<file path="src/rtl/alu_ctrl_pkg.sv">
// Shared encodings for the multi-cycle ALU control unit: ALU codes, funct/ALUOp values, MDU ops, FSM states.
// Latency: n/a (constants and types only).
// Backpressure: n/a.
package alu_ctrl_pkg;

  // ALU operation codes driven towards the ALU
  localparam logic [3:0] ALU_AND = 4'b0000;
  localparam logic [3:0] ALU_OR  = 4'b0001;
  localparam logic [3:0] ALU_ADD = 4'b0010;
  localparam logic [3:0] ALU_SUB = 4'b0110;
  localparam logic [3:0] ALU_SLT = 4'b0111;
  localparam logic [3:0] ALU_SLL = 4'b1000;
  localparam logic [3:0] ALU_SRL = 4'b1001;
  localparam logic [3:0] ALU_NOR = 4'b1100;
  localparam logic [3:0] ALU_NOP = 4'b1111;

  // R-type funct field values
  localparam logic [5:0] F_SLL   = 6'b000000;
  localparam logic [5:0] F_SRL   = 6'b000010;
  localparam logic [5:0] F_MFHI  = 6'b010000;
  localparam logic [5:0] F_MFLO  = 6'b010010;
  localparam logic [5:0] F_MULT  = 6'b011000;
  localparam logic [5:0] F_MULTU = 6'b011001;
  localparam logic [5:0] F_DIV   = 6'b011010;
  localparam logic [5:0] F_DIVU  = 6'b011011;
  localparam logic [5:0] F_ADD   = 6'b100000;
  localparam logic [5:0] F_SUB   = 6'b100010;
  localparam logic [5:0] F_AND   = 6'b100100;
  localparam logic [5:0] F_OR    = 6'b100101;
  localparam logic [5:0] F_NOR   = 6'b100111;
  localparam logic [5:0] F_SLT   = 6'b101010;

  // ALUOp classes from the main decoder (110/111 reserved)
  localparam logic [2:0] AOP_ADD = 3'b000;
  localparam logic [2:0] AOP_SUB = 3'b001;
  localparam logic [2:0] AOP_R   = 3'b010;
  localparam logic [2:0] AOP_SLT = 3'b011;
  localparam logic [2:0] AOP_AND = 3'b100;
  localparam logic [2:0] AOP_OR  = 3'b101;

  // MDU operations; bit 1 distinguishes divide from multiply
  localparam logic [1:0] MDU_MULT  = 2'b00;
  localparam logic [1:0] MDU_MULTU = 2'b01;
  localparam logic [1:0] MDU_DIV   = 2'b10;
  localparam logic [1:0] MDU_DIVU  = 2'b11;

  // HI/LO read select
  localparam logic [1:0] HILO_NONE = 2'b00;
  localparam logic [1:0] HILO_HI   = 2'b01;
  localparam logic [1:0] HILO_LO   = 2'b10;

  typedef enum logic [1:0] {
    ST_IDLE = 2'd0,
    ST_BUSY = 2'd1,
    ST_DONE = 2'd2
  } state_t;

endpackage

</file>
<file path="src/rtl/alu_funct_decoder.sv">
// Pure decode of ALUOp/funct into ALU code, MDU request, HI/LO select and illegal indication.
// Latency: 0 cycles (combinational).
// Backpressure: none; the caller gates the outputs with valid and FSM state.
module alu_funct_decoder
  import alu_ctrl_pkg::*;
#(
  parameter int ALUOP_W = 3,
  parameter int CTRL_W  = 4
) (
  input  logic [ALUOP_W-1:0] i_aluop,
  input  logic [5:0]         i_funct,
  output logic [CTRL_W-1:0]  o_alu_ctrl,
  output logic               o_is_mdu,
  output logic [1:0]         o_mdu_op,
  output logic [1:0]         o_hilo_sel,
  output logic               o_illegal
);

  logic [3:0] w_code;

  // Table decode; anything not listed falls to NOP and is flagged illegal
  always_comb begin
    w_code     = ALU_NOP;
    o_is_mdu   = 1'b0;
    o_mdu_op   = MDU_MULT;
    o_hilo_sel = HILO_NONE;
    o_illegal  = 1'b0;
    case (i_aluop)
      ALUOP_W'(AOP_ADD): w_code = ALU_ADD;
      ALUOP_W'(AOP_SUB): w_code = ALU_SUB;
      ALUOP_W'(AOP_SLT): w_code = ALU_SLT;
      ALUOP_W'(AOP_AND): w_code = ALU_AND;
      ALUOP_W'(AOP_OR):  w_code = ALU_OR;
      ALUOP_W'(AOP_R): begin
        case (i_funct)
          F_ADD:  w_code = ALU_ADD;
          F_SUB:  w_code = ALU_SUB;
          F_AND:  w_code = ALU_AND;
          F_OR:   w_code = ALU_OR;
          F_NOR:  w_code = ALU_NOR;
          F_SLT:  w_code = ALU_SLT;
          F_SLL:  w_code = ALU_SLL;
          F_SRL:  w_code = ALU_SRL;
          F_MFHI: o_hilo_sel = HILO_HI;
          F_MFLO: o_hilo_sel = HILO_LO;
          // The ALU idles while the MDU works, so mult/div keep the NOP code
          F_MULT, F_MULTU, F_DIV, F_DIVU: begin
            o_is_mdu = 1'b1;
            o_mdu_op = i_funct[1:0];
          end
          default: o_illegal = 1'b1;
        endcase
      end
      default: o_illegal = 1'b1;
    endcase
  end

  assign o_alu_ctrl = CTRL_W'(w_code);

endmodule

</file>
<file path="src/rtl/alu_ctrl_mc.sv">
// EX-stage ALU control: zero-latency ALU decode plus IDLE/BUSY/DONE sequencing of the iterative MDU.
// Latency: ALU code same cycle; HI/LO write N+1 cycles after an MDU op is accepted.
// Backpressure: stall_o holds upstream for the accept cycle and all N busy cycles.
// Optional feature: ALU_CTRL_ILLEGAL_TRAP_EN enables the sticky illegal_o flag.
module alu_ctrl_mc
  import alu_ctrl_pkg::*;
#(
  parameter int ALUOP_W    = 3,
  parameter int CTRL_W     = 4,
  parameter int MUL_CYCLES = 4,
  parameter int DIV_CYCLES = 32
) (
  input  logic               clk_i,
  input  logic               rst_i,
  input  logic               valid_i,
  input  logic [5:0]         funct_i,
  input  logic [ALUOP_W-1:0] ALUOp_i,
  output logic [CTRL_W-1:0]  ALUCtrl_o,
  output logic               mdu_start_o,
  output logic [1:0]         mdu_op_o,
  output logic               stall_o,
  output logic               hilo_we_o,
  output logic [1:0]         hilo_sel_o,
  output logic               illegal_o
);

  localparam int CNT_W = $clog2(DIV_CYCLES + 1);

  state_t             r_state, w_next_state;
  logic [CNT_W-1:0]   r_cnt, w_next_cnt;
  logic [1:0]         r_op, w_next_op;

  logic [CTRL_W-1:0]  w_dec_ctrl;
  logic               w_dec_is_mdu;
  logic [1:0]         w_dec_op;
  logic [1:0]         w_dec_sel;
  logic               w_dec_illegal;
  logic               w_decode_en;
  logic               w_accept;

  alu_funct_decoder #(
    .ALUOP_W (ALUOP_W),
    .CTRL_W  (CTRL_W)
  ) u_dec (
    .i_aluop    (ALUOp_i),
    .i_funct    (funct_i),
    .o_alu_ctrl (w_dec_ctrl),
    .o_is_mdu   (w_dec_is_mdu),
    .o_mdu_op   (w_dec_op),
    .o_hilo_sel (w_dec_sel),
    .o_illegal  (w_dec_illegal)
  );

  // Instructions are only looked at outside BUSY; DONE decodes like IDLE
  assign w_decode_en = valid_i && (r_state != ST_BUSY);
  assign w_accept    = w_decode_en && w_dec_is_mdu;

  // Next-state, counter and output logic
  always_comb begin
    w_next_state = r_state;
    w_next_cnt   = r_cnt;
    w_next_op    = r_op;
    ALUCtrl_o    = w_decode_en ? w_dec_ctrl : CTRL_W'(ALU_NOP);
    hilo_sel_o   = w_decode_en ? w_dec_sel : HILO_NONE;
    mdu_start_o  = w_accept;
    // The MDU samples the op with the start pulse, so show the new op that cycle
    mdu_op_o     = w_accept ? w_dec_op : r_op;
    stall_o      = w_accept || (r_state == ST_BUSY);
    hilo_we_o    = (r_state == ST_DONE);
    case (r_state)
      ST_IDLE, ST_DONE: begin
        if (w_accept) begin
          w_next_state = ST_BUSY;
          w_next_op    = w_dec_op;
          w_next_cnt   = w_dec_op[1] ? CNT_W'(DIV_CYCLES) : CNT_W'(MUL_CYCLES);
        end else begin
          w_next_state = ST_IDLE;
        end
      end
      ST_BUSY: begin
        w_next_cnt = r_cnt - 1'b1;
        if (r_cnt <= CNT_W'(1)) begin
          w_next_state = ST_DONE;
        end
      end
      default: w_next_state = ST_IDLE;
    endcase
  end

  // State register; reset drops any in-flight MDU result
  always_ff @(posedge clk_i) begin
    if (rst_i) begin
      r_state <= ST_IDLE;
      r_cnt   <= '0;
      r_op    <= MDU_MULT;
    end else begin
      r_state <= w_next_state;
      r_cnt   <= w_next_cnt;
      r_op    <= w_next_op;
    end
  end

`ifdef ALU_CTRL_ILLEGAL_TRAP_EN
  logic r_illegal;

  // Sticky flag: set by any decoded illegal/reserved op, cleared only by reset
  always_ff @(posedge clk_i) begin
    if (rst_i) begin
      r_illegal <= 1'b0;
    end else if (w_decode_en && w_dec_illegal) begin
      r_illegal <= 1'b1;
    end
  end

  assign illegal_o = r_illegal;
`else
  // Trap disabled: illegal ops just decode to NOP and the flag is discarded
  assign illegal_o = w_dec_illegal & 1'b0;
`endif

endmodule
</file>
<file path="config.mk">
export PLATFORM = sky130hd
export DESIGN_NAME = alu_ctrl_mc
export DESIGN_NICKNAME = d
export VERILOG_FILES = /design/src/rtl/alu_ctrl_pkg.sv /design/src/rtl/alu_funct_decoder.sv /design/src/rtl/alu_ctrl_mc.sv
export SDC_FILE = /design/constraint.sdc
export NUM_CORES = 1
export LEC_CHECK = 0
export BUFFER_PORTS_ARGS = -buffer_cell sky130_fd_sc_hd__buf_4
export CAP_MARGIN = 20
export CORE_ASPECT_RATIO = 1.4
export CORE_MARGIN = 5
export CORE_UTILIZATION = 30
export CTS_BUF_LIST = sky130_fd_sc_hd__clkbuf_16
export CTS_CLUSTER_SIZE = 8
export DETAILED_ROUTE_END_ITERATION = 7
export PLACE_DENSITY = 0.52
export SLEW_MARGIN = 15
export SYNTH_ARGS = -nofsm -noshare
export SYNTH_HDL_FRONTEND = slang
export SYNTH_SLANG_ARGS = --single-unit
</file>
<file path="constraint.sdc">
create_clock -name clk_i -period 2.1 [get_ports clk_i]
set_clock_uncertainty 0.1 [all_clocks]
set_input_delay 0.21 -clock clk_i [delete_from_list [all_inputs] [get_ports clk_i]]
set_output_delay 0.21 -clock clk_i [all_outputs]
set_load 0.02 [all_outputs]
</file>
# [After elaboration in Yosys (flattened, before gate mapping)]
# Index checks and enable logic that the tools add are counted.
[op_classes] add_sub_neg=1 order_cmp=1 n_eq_ne=23 muxes=17 n_reduce_logical=10
[op_table] operator="$eq A6 B5 Y1 const B" n=6
[op_table] operator="$eq A6 B6 Y1 const B" n=6
[op_table] operator="$pmux W4 S8" n=1
[op_table] operator="$pmux W4 S6" n=1
[op_table] operator="$mux W2" n=6
[op_table] operator="$mux W6" n=2
[op_table] operator="$pmux W6 S2" n=1
[op_table] operator="$pmux W2 S2" n=2
[op_table] operator="$eq A3 B2 Y1 const B" n=2
[op_table] operator="$eq A3 B3 Y1 const B" n=2
[op_table] operator="$eq A6 B2 Y1 const B" n=1
[op_table] operator="$le A6 B1 Y1 const B" n=1
[op_table] operator="$logic_not A6 Y1" n=1
[op_table] operator="$sub A6 B1 Y6 const B" n=1
[op_table] operator="$mux W4" n=1
[op_table] operator="$ne A2 B1 Y1 const B" n=2
[op_table] operator="$reduce_or A4 Y1" n=1
[op_table] operator="$eq A3 B1 Y1 const B" n=1
[op_table] operator="$logic_not A3 Y1" n=1
[op_table] operator="$mux W1" n=3
[op_table] operator="$eq A2 B1 Y1 const B" n=1
[op_table] operator="$eq A2 B2 Y1 const B" n=1
[op_table] operator="$logic_and A1 B1 Y1" n=2
[op_table] operator="$logic_not A2 Y1" n=1
[op_table] operator="5 further kinds" n=5
[totals] ff_bits=10 inputBits=12 out_inout_bits=12 word_cells=55

# [Depth between registers and ports, before layout]
# Gate-level depths: netlist of run 1.
[depth] ltp_word=7 depth_mapped=6 mapped_depth_nobuf=6

# [Cells and area by module]
# Synthesis of run 1 repeated with hierarchy kept, for this count alone.
[hier_totals] cells_unflattened=117 hier_area_um2=873.3
[modules_own_cells] mod="alu_ctrl_mc" instances=1 cells_each=73 area_per_inst_um2=596.8 seq_area_each_um2=200.2
[modules_own_cells] mod="alu_funct_decoder" instances=1 cells_each=44 area_per_inst_um2=276.5 seq_area_each_um2=0.0

# [Worst setup path before layout of run 1]
# No wires, ideal clock.
[synth_timing] kind="flip-flop to output port" from="register r_state[1]" to="output hilo_sel_o[0]" arrival_ps=1430 setup_slack_ps=360 stages_incl_launch_ff=5 n_path_buf=1 path_cell_list="dfxtp_1 nand2b_1 clkbuf_1 nand3_1 nor4_1"
[synth_between] elab_chain_cells=3
[synth_rtl] item="start: declaration" line="alu_ctrl_mc.sv:29" rtl="state_t r_state, w_next_state;"
[synth_rtl] item="start signal: assignment" line="alu_ctrl_mc.sv:97" rtl="r_state <= w_next_state;"
[synth_rtl] item="$ne A2 B1 Y1" line="alu_ctrl_mc.sv:55" rtl="assign w_decode_en = valid_i && (r_state != ST_BUSY);"
[synth_rtl] item="$logic_and A1 B1 Y1" line="alu_ctrl_mc.sv:55"
[synth_rtl] item="$mux W2" line="alu_ctrl_mc.sv:64" rtl="hilo_sel_o = w_decode_en ? w_dec_sel : HILO_NONE;"
[synth_rtl] item="end: declaration" line="alu_ctrl_mc.sv:23" rtl="output logic [1:0] hilo_sel_o,"
# Every way passes these cells.

# [Worst setup path after layout of run 1]
[layout_timing] from="register r_state[1]" to="output mdu_op_o[1]"
[layout_between] elab_chain_cells=4
[layout_rtl] item="$ne A2 B1 Y1" line="alu_ctrl_mc.sv:55"
[layout_rtl] item="$logic_and A1 B1 Y1" line="alu_ctrl_mc.sv:55"
[layout_rtl] item="$logic_and A1 B1 Y1" line="alu_ctrl_mc.sv:56" rtl="assign w_accept = w_decode_en && w_dec_is_mdu;"
[layout_rtl] item="$mux W2"
[layout_rtl] item="end: declaration" line="alu_ctrl_mc.sv:20" rtl="output logic [1:0] mdu_op_o,"
# Every way passes these cells.

==> flow_summary.toml, run 1 <==
[run_status]
outcome = "finished clean"

[setup_path]
reg2reg_slack_ns = 0.43
cp.required_ns = 1.79
arrival_ns = 1.52
crit_path_end_kind = "primary output"
ff2ff_path_depth = 4
critPathLaunch = "r_state[1]"
cp_top_family = "simple AND/OR/NAND/NOR gates"
cp_max_fo = 11
crit_path_cell_trace = "nand2b_2 -> nand4_1 -> o21ai_0 -> buf_4"
crit_buf_inv = 1
slowest_delay_ns = 0.34
reg2reg_from = "r_cnt[4]"
crit_type = "register to primary output"
critPathLaunchType = "register"
r2r-end = "r_cnt[5]"
slowest_stage = "dfxtp_1"

[global_routing]
gr-total-overflow = 0
antenna_found_initial = 0
grt_pass1_wl_um = 3500
grt_use_total = 0.125
grt_max_degree = 12
grt_pass1_vias = 803

[clocking]
numCtsBuffers = 3
ctsResizeCount = 0
cts-root-buf = "clkbuf_16"
hold_buffers = 0
cts_setup_buffers = 0
clk_path_buf_depth = 2
cts_tree = "built"
clk-insertion-delay-late_ns = 0.24
cts.sinks = 10
clk_pin_slew_ns = 0.04
htreeDepth = 1

[yosys]
synthesis.nets = 120
avgSynthCellArea_um2 = 7.07
ys_ff_latch = 10
ys_warn_count = 0
synth_area_leaders = "dfxtp_1 (27%), a21oi_1 (6.7%), nand3_1 (4.7%)"
synthCells = 106
synth-seq-area-share = 0.267
yosys.area.top_type_share = 0.267
synth_area_um2 = 749
yosysUniqueCellTypes = 35
synth_top_cell_by_area = "dfxtp_1"

[place]
dpl.hpwl_um = 1630
port_buffers = 22
postPlaceCellArea_um2 = 930
gp_congestion = 0.766
dp_cells = 156

[sta]
setup_viol = 0
fmax_mhz = 546
finalHoldViolCount = 0
fin_hold_ws_ns = 0.128
rsz0062_at_grt = "no"
period_needed_ns = 1.83
period_share = 0.873
maxSlewViolCount = 0
tns_ns = 0

[layout]
layout.cells.non_filler = 160
final_common_cell = "buf_4"
fin_util = 0.423
postLayoutCellArea_um2 = 1010
layout_common_cells = "buf_4 (22), a21oi_1 (10), dfxtp_1 (10)"
drive_gt1_frac = 0.222
insertedDiodeCount = 0
synthToLayoutAreaGrowth_pct = 34.9
nNetsFinal = 141

[routing]
wl_per_cell_um = 13.2
finalWirelength_um = 2120
first_iter_violations = 19
vias = 825
drc = 0
vias_per_cell = 5.16
dr.pass1.iters = 4
ant_nets = 0

[die]
start_util = 0.313
die_h_um = 69.1
die_area_um2 = 3610
ioPinCount = 24
die_w_um = 52.2
core_area_um2 = 2390
row_count = 21

[hold_path]
holdPathStages = 2
hold_class = "input port to register"
worstHoldStart = "rst_i"
hold_end = "r_state[0]"

[flow_run]
cap_violations = 0

[power_and_ir_drop]
p_per_area_nw_per_um2 = 604
vdd_drop_max_mv = 0.321
leakagePower_nw = 0.417
power breakdown:
group	total, mW	internal, mW	switching, mW
Sequential	0.192	0.191	0.000495
Clock	0.339	0.250	0.0895
Combinational	0.0801	0.0341	0.0459
kinds of logic after synthesis:
kind of cell,share of synthesized area
AND/OR/NAND/NOR,0.364
AO/OA/AOI/OAI,0.225
buffers and inverters,0.0768
flip-flops,0.267
multiplexers,0.0284
adder cells (fa/ha/maj),0.0334
other,0.00500
sequential cells by signal, summed over array words and instances, names as in the netlist:
| register | flops |
|---|---|
| r_cnt | 6 |
| r_op | 2 |
| r_state | 2 |
final cells by class:
| cell class | count | area [um^2] |
|---|---|---|
| fillers | 260 | 1380 |
| multi-input cells | 82 | 494 |
| flip-flops and latches | 10 | 200 |
| repair buffers | 22 | 165 |
| clock buffers | 3 | 75.1 |
| well taps | 34 | 42.5 |
| inverters | 8 | 30.0 |
| clock inverters | 1 | 3.75 |
layer usage:
layer	vias up	GRT usage	part of all wire
met1	372	0.134	0.42
met4	0	0.0739	0.023
met5	-	0	0
li1	422	-	-
met2	26	0.222	0.51
met3	5	0.0172	0.049
how the worst max path moves through the flow:
| stage | endpoint | slack (ns) | depth (start not counted) |
|---|---|---|---|
| 2_1_floorplan | hilo_sel_o[0] | 0.36 | 4 |
| 3_3_place_gp | mdu_op_o[1] | 0.40 | 4 |
| 3_5_place_dp | r_cnt[5] | 0.38 | 4 |
| 4_1_cts | mdu_op_o[1] | 0.11 | 4 |
| 5_1_grt | mdu_op_o[1] | 0.12 | 4 |
| 6_report | mdu_op_o[1] | 0.27 | 4 |
metrics by stage:
stage          setup slack [ns]  total power [mW]
6_report                  0.268             0.611
5_1_grt                   0.119             0.631
4_1_cts                   0.108             0.611
3_5_place_dp              0.376             0.275
3_3_place_gp              0.396             0.275
2_1_floorplan             0.360             0.239
cells in the mapped netlist (all sizes together):
cell and n:
a21oi 10, dfxtp 10, nor2 9, inv 8
nand2 7, nand3 7, o21ai 7, a31oi 4
nor2b 4, buf 3, clkbuf 3, nand2b 3
nand4 3, or2 3, or4 3, ha 2
nor3 2, nor4 2, o211ai 2, o41ai 2
or3 2, a211o 1, a41oi 1, and2 1
and4b 1, conb 1, mux2 1, mux2i 1
nand4b 1, nor4b 1, o31a 1
No activity file was read; power rests on OpenSTA's default activity.
==> run 2: changes to the inputs <==
Settings changed: PLACE_DENSITY 0.52 to 0.51, SYNTH_HIERARCHICAL set to 1.
==> flow_summary.toml, run 2 <==
[setup_path]
crit_path_end_kind = "primary output"
reg2reg_slack_ns = 0.63
critPathLaunch = "funct_i[2]"
cpMostUsedCell = "buf_4"
crit_buf_inv = 3
arrival_ns = 1.58
critPathLaunchType = "input port"
cp_top_family = "simple AND/OR/NAND/NOR gates"
reg2reg_from = "r_cnt[0]"
cp_max_fo = 7
crit_path_cell_trace = "buf_4 -> nor3b_2 -> nand4_1 -> inv_1 -> nand2_1 -> nor2_2 -> mux2_2 -> buf_4"
cp.required_ns = 1.79
crit_type = "input port to primary output"
slowest_delay_ns = 0.34
slowest_stage = "mux2_2"

[clocking]
clk_path_buf_depth = 2
clk_pin_slew_ns = 0.04
cts-root-buf = "clkbuf_16"
ctsResizeCount = 0
htreeDepth = 1
cts_setup_buffers = 0
numCtsBuffers = 3
hold_buffers = 0
clk-insertion-delay-late_ns = 0.24
cts_tree = "built"
cts.sinks = 10

[routing]
vias_per_cell = 5.27
drc = 0
dr.pass1.iters = 4
finalWirelength_um = 2250
first_iter_violations = 30
ant_nets = 0
vias = 885
wl_per_cell_um = 13.4

[die]
ioPinCount = 24
core_area_um2 = 2670
die_w_um = 55.0
die_h_um = 73.0
row_count = 22
start_util = 0.318
die_area_um2 = 4010

[yosys]
avgSynthCellArea_um2 = 7.59
synthesis.nets = 126
synth_area_um2 = 850
synthCells = 112
ys_warn_count = 6

[layout]
fillers = 300
layout_common_cells = "buf_4 (24), dfxtp_1 (10), a21oi_1 (9), nor2_1 (9)"
regMostFlops = "r_cnt"
final_common_cell = "buf_4"
synthToLayoutAreaGrowth_pct = 30.0
drive_gt1_frac = 0.288
nNetsFinal = 148
largest_reg_flops = 6
postLayoutCellArea_um2 = 1100
reg_top3 = "r_cnt x6, r_op x2, r_state x2"
insertedDiodeCount = 0

[global_routing]
grt_pass1_wl_um = 3910
grt_pass1_vias = 875
gr-total-overflow = 0
antenna_found_initial = 0
grt_max_degree = 11
grt_use_total = 0.132

[power_and_ir_drop]
p_per_area_nw_per_um2 = 556
vdd_drop_max_mv = 0.304
leakagePower_nw = 0.481

[place]
dpl.hpwl_um = 1780
postPlaceCellArea_um2 = 1030
port_buffers = 22
gp_congestion = 0.736

[sta]
fin_hold_ws_ns = 0.132
maxSlewViolCount = 0
rsz0062_at_grt = "no"
period_needed_ns = 1.89
setup_viol = 0
period_share = 0.898
fmax_mhz = 530
finalHoldViolCount = 0
tns_ns = 0

[hold_path]
worstHoldStart = "rst_i"
hold_class = "input port to register"

[flow_run]
cap_violations = 0

[run_status]
outcome = "finished clean"
run 2: routing by layer:
layer | GRT usage | wire [um]
met3 | 0.0286 | 132
met2 | 0.230 | 1180
met5 | 0 | 0
met1 | 0.145 | 887
met4 | 0.0649 | 52
run 2: power breakdown:
group          switching (mW)  leakage, nW  internal [mW]
Combinational          0.0467        0.364         0.0376
Clock                  0.0909       0.0370          0.247
Sequential           0.000568       0.0805          0.191
Total                   0.138        0.481          0.476
run 2: worst reg2reg max path, stage by stage (launching register included):
cell and delay, ns:
dfxtp_1 0.40, inv_1 0.08, ha_1 0.27, nor3b_1 0.20, a21oi_1 0.07, o221a_2 0.25
run 2: layout make-up:
class | count | area (um^2) | share of cell area
sequential | 10 | 200 | 0.181
tap | 36 | 45.0 | 0.0408
inverter | 6 | 22.5 | 0.0204
multi-input combinational | 89 | 582 | 0.527
clock buffer | 3 | 75.1 | 0.0680
timing repair buffer | 24 | 180 | 0.163
run 2: worst paths after layout:
path	end	cells past startpoint
hold / removal	r_cnt[0]	2
setup / recovery	mdu_op_o[1]	8
hold reg to reg	r_op[0]	2
setup reg to reg	r_cnt[2]	5
run 2: metrics by stage:
step                utilization  total power, mW  instances  setup WS [ns]
finish                    0.414            0.614        168          0.213
detailed placement        0.386            0.279        165          0.223
CTS                       0.414            0.618        168          0.222
global placement          0.386            0.279        165          0.229
global route              0.414            0.638        168          0.107
floorplan                     -            0.245        112          0.295
